--- src/rtl/muldiv_hilo_unit.sv ---
// muldiv_hilo_unit
//   Sequential multiply/divide engine that owns the architectural HI/LO
//   registers. The EX stage issues an operation with a one-cycle start pulse
//   and stalls while busy is high. One radix-2 step is taken per cycle:
//   shift-add for multiply, restoring division for divide. Signed operations
//   run on magnitudes and are sign-corrected in a final FIX cycle.
//
//   Optional feature: define MULDIV_EARLY_OUT_EN to let a multiply leave CALC
//   as soon as the remaining multiplier bits are all zero.
//
// Ports
//   clk    : clock, rising edge
//   rst_n  : asynchronous active-low reset
//   start  : one-cycle operation request, sampled only in IDLE
//   op     : 00 multu, 01 mult, 10 divu, 11 div
//   src_a  : multiplicand / dividend
//   src_b  : multiplier / divisor
//   flush  : abort the in-flight operation, no done, hi/lo untouched
//   hi_we  : mthi write enable (IDLE only)
//   lo_we  : mtlo write enable (IDLE only)
//   wdata  : mthi/mtlo data
//   busy   : high while an operation is in flight
//   done   : one-cycle pulse; hi/lo hold the new result in that cycle
//   hi     : HI register (product high word / remainder)
//   lo     : LO register (product low word / quotient)
module muldiv_hilo_unit #(
    parameter int unsigned WIDTH = 32,
    parameter int unsigned CNT_W = 6
) (
    input  logic             clk,
    input  logic             rst_n,
    input  logic             start,
    input  logic [1:0]       op,
    input  logic [WIDTH-1:0] src_a,
    input  logic [WIDTH-1:0] src_b,
    input  logic             flush,
    input  logic             hi_we,
    input  logic             lo_we,
    input  logic [WIDTH-1:0] wdata,
    output logic             busy,
    output logic             done,
    output logic [WIDTH-1:0] hi,
    output logic [WIDTH-1:0] lo
);

    typedef enum logic [1:0] {
        S_IDLE = 2'd0,
        S_CALC = 2'd1,
        S_FIX  = 2'd2
    } state_t;

    state_t             state;
    state_t             state_nxt;
    logic [CNT_W-1:0]   cnt;
    // Multiply: {upper accumulator, remaining multiplier}.
    // Divide:   {remainder, dividend/quotient}.
    logic [2*WIDTH-1:0] acc;
    logic [WIDTH-1:0]   opd_b;      // multiplicand or divisor magnitude
    logic               is_div;
    logic               sign_res;   // negate product / quotient in FIX
    logic               sign_rem;   // negate remainder in FIX

    logic               accept;
    logic               last_iter;
    logic               early_out;
    logic [WIDTH-1:0]   a_mag;
    logic [WIDTH-1:0]   b_mag;
    logic               b_zero;

    logic [WIDTH:0]     mul_sum;
    logic [2*WIDTH-1:0] mul_step;
    logic [WIDTH:0]     rem_sh;
    logic [WIDTH-1:0]   trial;
    logic [2*WIDTH-1:0] div_step;
    logic [2*WIDTH-1:0] acc_calc;

    logic [2*WIDTH-1:0] prod_fix;
    logic [WIDTH-1:0]   quo_fix;
    logic [WIDTH-1:0]   rem_fix;

`ifdef MULDIV_EARLY_OUT_EN
    localparam logic [WIDTH-1:0] ONES = '1;
    logic [WIDTH-1:0]   live_mask;
    logic [CNT_W:0]     shamt;
`endif

    assign accept    = (state == S_IDLE) && start && !flush;
    assign last_iter = (cnt == CNT_W'(WIDTH - 1));
    assign busy      = (state != S_IDLE);

    // Operand magnitudes for the signed variants.
    always_comb begin
        a_mag  = (op[0] && src_a[WIDTH-1]) ? -src_a : src_a;
        b_mag  = (op[0] && src_b[WIDTH-1]) ? -src_b : src_b;
        b_zero = (src_b == '0);
    end

    // One radix-2 iteration of each datapath.
    always_comb begin
        mul_sum  = {1'b0, acc[2*WIDTH-1:WIDTH]} + (acc[0] ? {1'b0, opd_b} : '0);
        mul_step = {mul_sum, acc[WIDTH-1:1]};

        rem_sh = {acc[2*WIDTH-1:WIDTH], acc[WIDTH-1]};
        trial  = rem_sh[WIDTH-1:0] - opd_b;
        if (rem_sh >= {1'b0, opd_b}) begin
            div_step = {trial, acc[WIDTH-2:0], 1'b1};
        end else begin
            div_step = {rem_sh[WIDTH-1:0], acc[WIDTH-2:0], 1'b0};
        end

        acc_calc  = is_div ? div_step : mul_step;
        early_out = 1'b0;
`ifdef MULDIV_EARLY_OUT_EN
        // After cnt iterations the unconsumed multiplier bits sit in the low
        // WIDTH-cnt bits. If they are all zero, the remaining iterations would
        // only shift, so do the whole shift at once.
        live_mask = ONES >> cnt;
        shamt     = (CNT_W + 1)'(WIDTH) - {1'b0, cnt};
        if (!is_div && ((acc[WIDTH-1:0] & live_mask) == '0)) begin
            early_out = 1'b1;
            acc_calc  = acc >> shamt;
        end
`endif
    end

    // Sign correction applied in FIX.
    always_comb begin
        prod_fix = sign_res ? -acc : acc;
        quo_fix  = sign_res ? -acc[WIDTH-1:0] : acc[WIDTH-1:0];
        rem_fix  = sign_rem ? -acc[2*WIDTH-1:WIDTH] : acc[2*WIDTH-1:WIDTH];
    end

    always_comb begin
        state_nxt = state;
        case (state)
            S_IDLE: if (accept) state_nxt = S_CALC;
            S_CALC: begin
                if (flush) begin
                    state_nxt = S_IDLE;
                end else if (last_iter || early_out) begin
                    state_nxt = S_FIX;
                end
            end
            S_FIX:   state_nxt = S_IDLE;
            default: state_nxt = S_IDLE;
        endcase
    end

    always_ff @(posedge clk or negedge rst_n) begin
        if (!rst_n) begin
            state <= S_IDLE;
        end else begin
            state <= state_nxt;
        end
    end

    always_ff @(posedge clk or negedge rst_n) begin
        if (!rst_n) begin
            cnt      <= '0;
            acc      <= '0;
            opd_b    <= '0;
            is_div   <= 1'b0;
            sign_res <= 1'b0;
            sign_rem <= 1'b0;
            done     <= 1'b0;
            hi       <= '0;
            lo       <= '0;
        end else begin
            done <= 1'b0;
            case (state)
                S_IDLE: begin
                    if (accept) begin
                        cnt    <= '0;
                        is_div <= op[1];
                        if (op[1]) begin
                            acc   <= {{WIDTH{1'b0}}, a_mag};
                            opd_b <= b_mag;
                        end else begin
                            acc   <= {{WIDTH{1'b0}}, b_mag};
                            opd_b <= a_mag;
                        end
                        // Divide by zero suppresses the quotient negation so lo
                        // stays all ones; the remainder keeps the dividend sign,
                        // which restores src_a exactly into hi.
                        sign_res <= op[0] && (src_a[WIDTH-1] ^ src_b[WIDTH-1])
                                    && !(op[1] && b_zero);
                        sign_rem <= op[0] && op[1] && src_a[WIDTH-1];
                    end else if (!start) begin
                        if (hi_we) hi <= wdata;
                        if (lo_we) lo <= wdata;
                    end
                end
                S_CALC: begin
                    cnt <= cnt + CNT_W'(1);
                    acc <= acc_calc;
                end
                S_FIX: begin
                    if (!flush) begin
                        if (is_div) begin
                            hi <= rem_fix;
                            lo <= quo_fix;
                        end else begin
                            hi <= prod_fix[2*WIDTH-1:WIDTH];
                            lo <= prod_fix[WIDTH-1:0];
                        end
                        done <= 1'b1;
                    end
                end
                default: ;
            endcase
        end
    end

endmodule

--- config.mk ---
export PLATFORM = sky130hd
export DESIGN_NAME = muldiv_hilo_unit
export DESIGN_NICKNAME = d
export VERILOG_FILES = /design/src/rtl/muldiv_hilo_unit.sv
export SDC_FILE = /design/constraint.sdc
export NUM_CORES = 1
export LEC_CHECK = 0
export BUFFER_PORTS_ARGS = -buffer_cell sky130_fd_sc_hd__buf_4
export CORE_MARGIN = 2
export CORE_UTILIZATION = 30
export DETAILED_ROUTE_END_ITERATION = 7
export GPL_ROUTABILITY_DRIVEN = 1
export GPL_TIMING_DRIVEN = 0
export PLACE_DENSITY = 0.51
export SLEW_MARGIN = 20
export SYNTH_ARGS = -nofsm -noshare
export SYNTH_HDL_FRONTEND = slang
export SYNTH_SLANG_ARGS = --single-unit
--- constraint.sdc ---
create_clock -name clk -period 6.7 [get_ports clk]
set_clock_uncertainty 0.2 [all_clocks]
set_input_delay 1.005 -clock clk [delete_from_list [all_inputs] [get_ports clk]]
set_output_delay 1.005 -clock clk [all_outputs]
set_load 0.01 [all_outputs]
[Word-level counts from Yosys, hierarchy flattened]
Index checks and enable logic that the tools add are counted.
Storage, ports and cells
  register bits: 172
  input port bits: 104
  output and inout bits: 66
Operators by class
  add/subtract/negate cells: 8
  order comparisons: 1
  eq/ne operators: 10
  multiplexer cells: 32
  bitwise logic cells: 1
  reductions and logical operators: 21
Operators with widths (number)
  2-to-1 mux 32 bit: 17
  2-to-1 mux 64 bit: 4
  negator 32 bit: 4
  case mux 32 bit (2 select lines): 2
  case mux 64 bit (2 select lines): 1
  negator 64 bit: 1
  adder 32 x 32 -> 33 bit: 1
  greater-or-equal comparator 33 x 32 -> 1 bit: 1
  logical NOT 32 bit: 1
  subtractor 32 bit: 1
  != test 2 bit (second input constant): 6
  case mux 6 bit (2 select lines): 1
  AND reduction 5 bit: 2
  logical AND 1 bit: 9
  adder 6 x 1 -> 6 bit (second input constant): 1
  == test 6 x 5 -> 1 bit (second input constant): 1
  2-to-1 mux 2 bit: 3
  2-to-1 mux 6 bit: 1
  AND reduction 2 bit: 3
  nonzero test 2 bit: 3
  case mux 2 bit (2 select lines): 1
  != test 3 bit (second input constant): 1
  == test 2 x 1 -> 1 bit (second input constant): 1
  == test 2 bit (second input constant): 1
  4 further kinds: 6

[Longest topological paths before layout]
  word-level depth: 5
  mapped depth: 14
  gate-level depth less buffers: 13

[Least setup slack after synthesis]
No wires, ideal clock.
  path kind: input -> register
  start point: in src_b[13]
  end point: reg acc[30]
  arrival time: 3.319 ns
  data required time: 6.374 ns
  slack: 3.054 ns
  stages: 9
  path buffers: 0
  cell sequence: or4_4 -> or4b_4 -> or4_4 -> nor3_4 -> a21oi_1 -> xor2_1 -> nor2_1 -> a211oi_1 -> a311o_1
On the way
  longest elaborated chain between the ends: 5
RTL lines
  start, declared: line 35  | input logic [WIDTH-1:0] src_b,
  negator 32 bit: line 94  | b_mag = (op[0] && src_b[WIDTH-1]) ? -src_b : src_b;
  2-to-1 mux 32 bit: line 94
  2-to-1 mux 32 bit: line 175  | if (op[1]) begin
  2-to-1 mux 64 bit: line 172  | if (accept) begin
  case mux 64 bit (2 select lines): line 170  | case (state)
  end signal, assigned: line 176  | acc <= {{WIDTH{1'b0}}, a_mag};
  end signal, assigned: line 179  | acc <= {{WIDTH{1'b0}}, b_mag};
  end signal, assigned: line 195  | acc <= acc_calc;
  end, declared: line 57  | logic [2*WIDTH-1:0] acc;
Every way passes these cells. The select of a mux whose other input is x is not followed.
A chain may end at the register's enable or synchronous reset.

[Worst setup path after layout]
  start point: reg acc[0]
  end point: reg acc[63]
On the way
  longest elaborated chain between the ends: 4
RTL lines
  2-to-1 mux 32 bit: line 100  | mul_sum = {1'b0, acc[2*WIDTH-1:WIDTH]} + (acc[0] ? {1'b0, opd_b} : '0);
  adder 32 x 32 -> 33 bit: line 100
  2-to-1 mux 64 bit: line 111  | acc_calc = is_div ? div_step : mul_step;
  case mux 64 bit (2 select lines): line 170
Every way passes these cells.

==> flow_summary.ini <==
[power_and_ir_drop]
power_frac_seq = 0.259
p_int_mw = 3.47
vdd_drop_max_mv = 0.206
power.density_nw_per_um2 = 391
switching_share = 0.503
power.switching_mw = 3.51
leakage_nw = 7.77
p_clk_frac = 0.151
p_comb_frac = 0.589

[detailed_routing]
ant_nets = 0
drtPass1Iterations = 5
drc = 0
drt_wl_total_um = 64900
vias = 15800
viasPerCell = 5.57
drt_iter0_drc = 1133
wl_per_cell_um = 22.9

[status]
status = completed

[clock_tree]
cts_tree = done
clkTransAtPathRegs_ps = 70
postCtsResizedCells = 0
clock_latency_ps = 470
cts_setup_buffers = 0
h-tree-depth = 4
cts-buffers-inserted = 17
clock-sinks = 172
cts_root_buf = clkbuf_16
clk_path_buf_depth = 2
postCtsHoldBufs = 0

[placed_design]
gp_congestion = 0.920
port_buffers = 169
placed_cell_area_um2 = 17300
dpl.cell_count = 2807
place_hpwl_um = 52300

[final_layout]
areaGrowthSynthToFinish_pct = 18.2
final_cells = 2838
drive_above_1_share = 0.117
design_area_um2 = 17800
multiInputGateArea_um2 = 10100
regArea_um2 = 4300
final_cell_mix = nand2_1 (229), nor2_1 (210), o21ai_0 (190), a21oi_1 (184), dfrtp_1 (172)
final_core_util = 0.357
fillers = 5329
final_common_cell = nand2_1
final_nets = 2329

[grt]
grt_pass1_wl_um = 98200
grt_pass1_vias = 15400
antenna_found_initial = 1
grt_max_degree = 89
overflow = 0
grtUsageTotal = 0.246

[yosys]
avgSynthCellArea_um2 = 7.69
synth-seq-cells = 172
synth_area_leaders = dfrtp_1 (28%), o21ai_0 (6.3%), a21oi_1 (6.1%), ha_1 (5.7%), nand2_1 (5.7%)
syn_area_um2 = 15100
netlist.area_leader.share = 0.285
syn_nets = 2139
yosysTopAreaCell = dfrtp_1
ys_types = 78
async_flop_share = 1.00
ys_warn_count = 0
synth-edff-count = 0
synth_ff_type = dfrtp_1
synth_cells = 1964
yosysSeqAreaShare = 0.285

[critical_path]
crit_type = reg2reg
cp.arrival_ps = 5070
startpoint_type = flop
crit_required_ps = 6910
crit_fanout = 10
crit_path_end_kind = flop

[timing]
final_hold_viol_count = 0
max_freq_ghz = 0.206
maxSlewHeadroom = 0.317
timing.final.crit_period_ps = 4860
slew_viol_final = 0
rsz0062_at_grt = false
fin_tns_setup_ps = 0
worst_pin_slew_ps = 1020
fin_crit_sh = 0.725
setup_violations = 0

[floorplanning]
num_rows = 82
die_y_um = 228
core_area_um2 = 50000
die-area_um2 = 52200
die_x_um = 228
ios = 170
initial_core_util = 0.302

[job]
max_cap_violations = 0

[worst_hold_path]
hold_class = reg2reg
routing by layer:
metal	share of wire	global-route usage
met1	0.48	0.350
met4	0.024	0.0682
met2	0.45	0.393
met5	0.00025	0
met3	0.048	0.0269
worst max-delay path, stage by stage (launching register included):
cell	delay, ps
dfrtp_1	490
inv_1	240
clkbuf_1	570
nor2_1	120
ha_1	300
clkbuf_1	300
and4_1	240
o21ai_0	130
o21a_1	190
o21ai_0	770
a31oi_1	410
or3b_2	580
nand4_1	110
o211a_1	140
sequential cells by signal, summed over array words and instances (netlist names):
| register | cells |
|---|---|
| done | 1 |
| hi | 32 |
| sign_res | 1 |
| state | 2 |
| sign_rem | 1 |
| opd_b | 32 |
| cnt | 6 |
| lo | 32 |
| acc | 64 |
| is_div | 1 |
cell usage after synthesis (9+ instances only):
master    number
a31oi_1       22
a21oi_1      184
mux2i_1       56
nand2_1      229
dfrtp_1      172
nand4_1       18
o211ai_1      15
or2_2         10
nor4_1        15
buf_2         11
xor2_1        81
a211oi_1      54
nor2b_1       14
o21ai_0      190
buf_1         10
a21o_1        37
nor2_1       210
or4_1         10
xnor2_1       91
o21a_1         9
clkbuf_1     101
nor3_1        37
nand3_1       26
ha_1          69
inv_1         60
o41ai_1       10
or3_1         15
a22oi_1       16
and3_1        12
and2_1        15
o31ai_1       43
nand2b_1      14
metrics by stage:
stage / hold slack [ps] / power (mW) / setup WS (ps)
6_report: 281 / 6.97 / 1840
5_1_grt: 310 / 7.46 / 1570
4_1_cts: 286 / 6.91 / 1840
3_5_place_dp: 269 / 5.84 / 1860
3_3_place_gp: 265 / 5.82 / 1880
2_1_floorplan: 250 / 4.43 / 3050
logic make-up after synthesis:
logic type      count (synthesis)  share of synthesized area
simple gates                  657                      0.202
compound gates                647                      0.266
buf+inv                       185                     0.0475
xor+xnor                      172                     0.0997
flops                         172                      0.285
fa+ha+maj                      71                     0.0598
mux                            60                     0.0401
area by class of cell:
type                    count  share of cell area
diodes                      1            0.000140
plain buffers             125              0.0276
clock buffers              19              0.0254
clock inverters            11             0.00743
inverters                  60              0.0126
multi-input cells        1607               0.565
flip-flops and latches    172               0.241
well taps                 672              0.0471
repair buffers            171              0.0735
power by group through the flow:
stage | Combinational [mW] | Clock (mW) | Sequential (mW)
floorplan | 2.79 | 0 | 1.63
global placement | 4.01 | 0 | 1.81
detailed placement | 4.03 | 0 | 1.81
CTS | 4.05 | 1.07 | 1.80
global route | 4.51 | 1.10 | 1.84
finish | 4.11 | 1.05 | 1.81
path summary, 6_finish.rpt:
kind                               startpoint                  end  slack (ps)  cells past startpoint
setup reg to reg           acc[0]$_DFFE_PN0P_  acc[63]$_DFFE_PN0P_        1840                     13
max in group asynchronous               rst_n   hi[18]$_DFFE_PN0P_        4980                      2
hold / removal             lo[25]$_DFFE_PN0P_   lo[25]$_DFFE_PN0P_         280                      2
hold reg to reg            lo[25]$_DFFE_PN0P_   lo[25]$_DFFE_PN0P_         280                      2
setup / recovery           acc[0]$_DFFE_PN0P_  acc[63]$_DFFE_PN0P_        1840                     13
min in group asynchronous               rst_n  acc[58]$_DFFE_PN0P_         350                      1
Note: power is estimated with default switching activity, not from simulation.
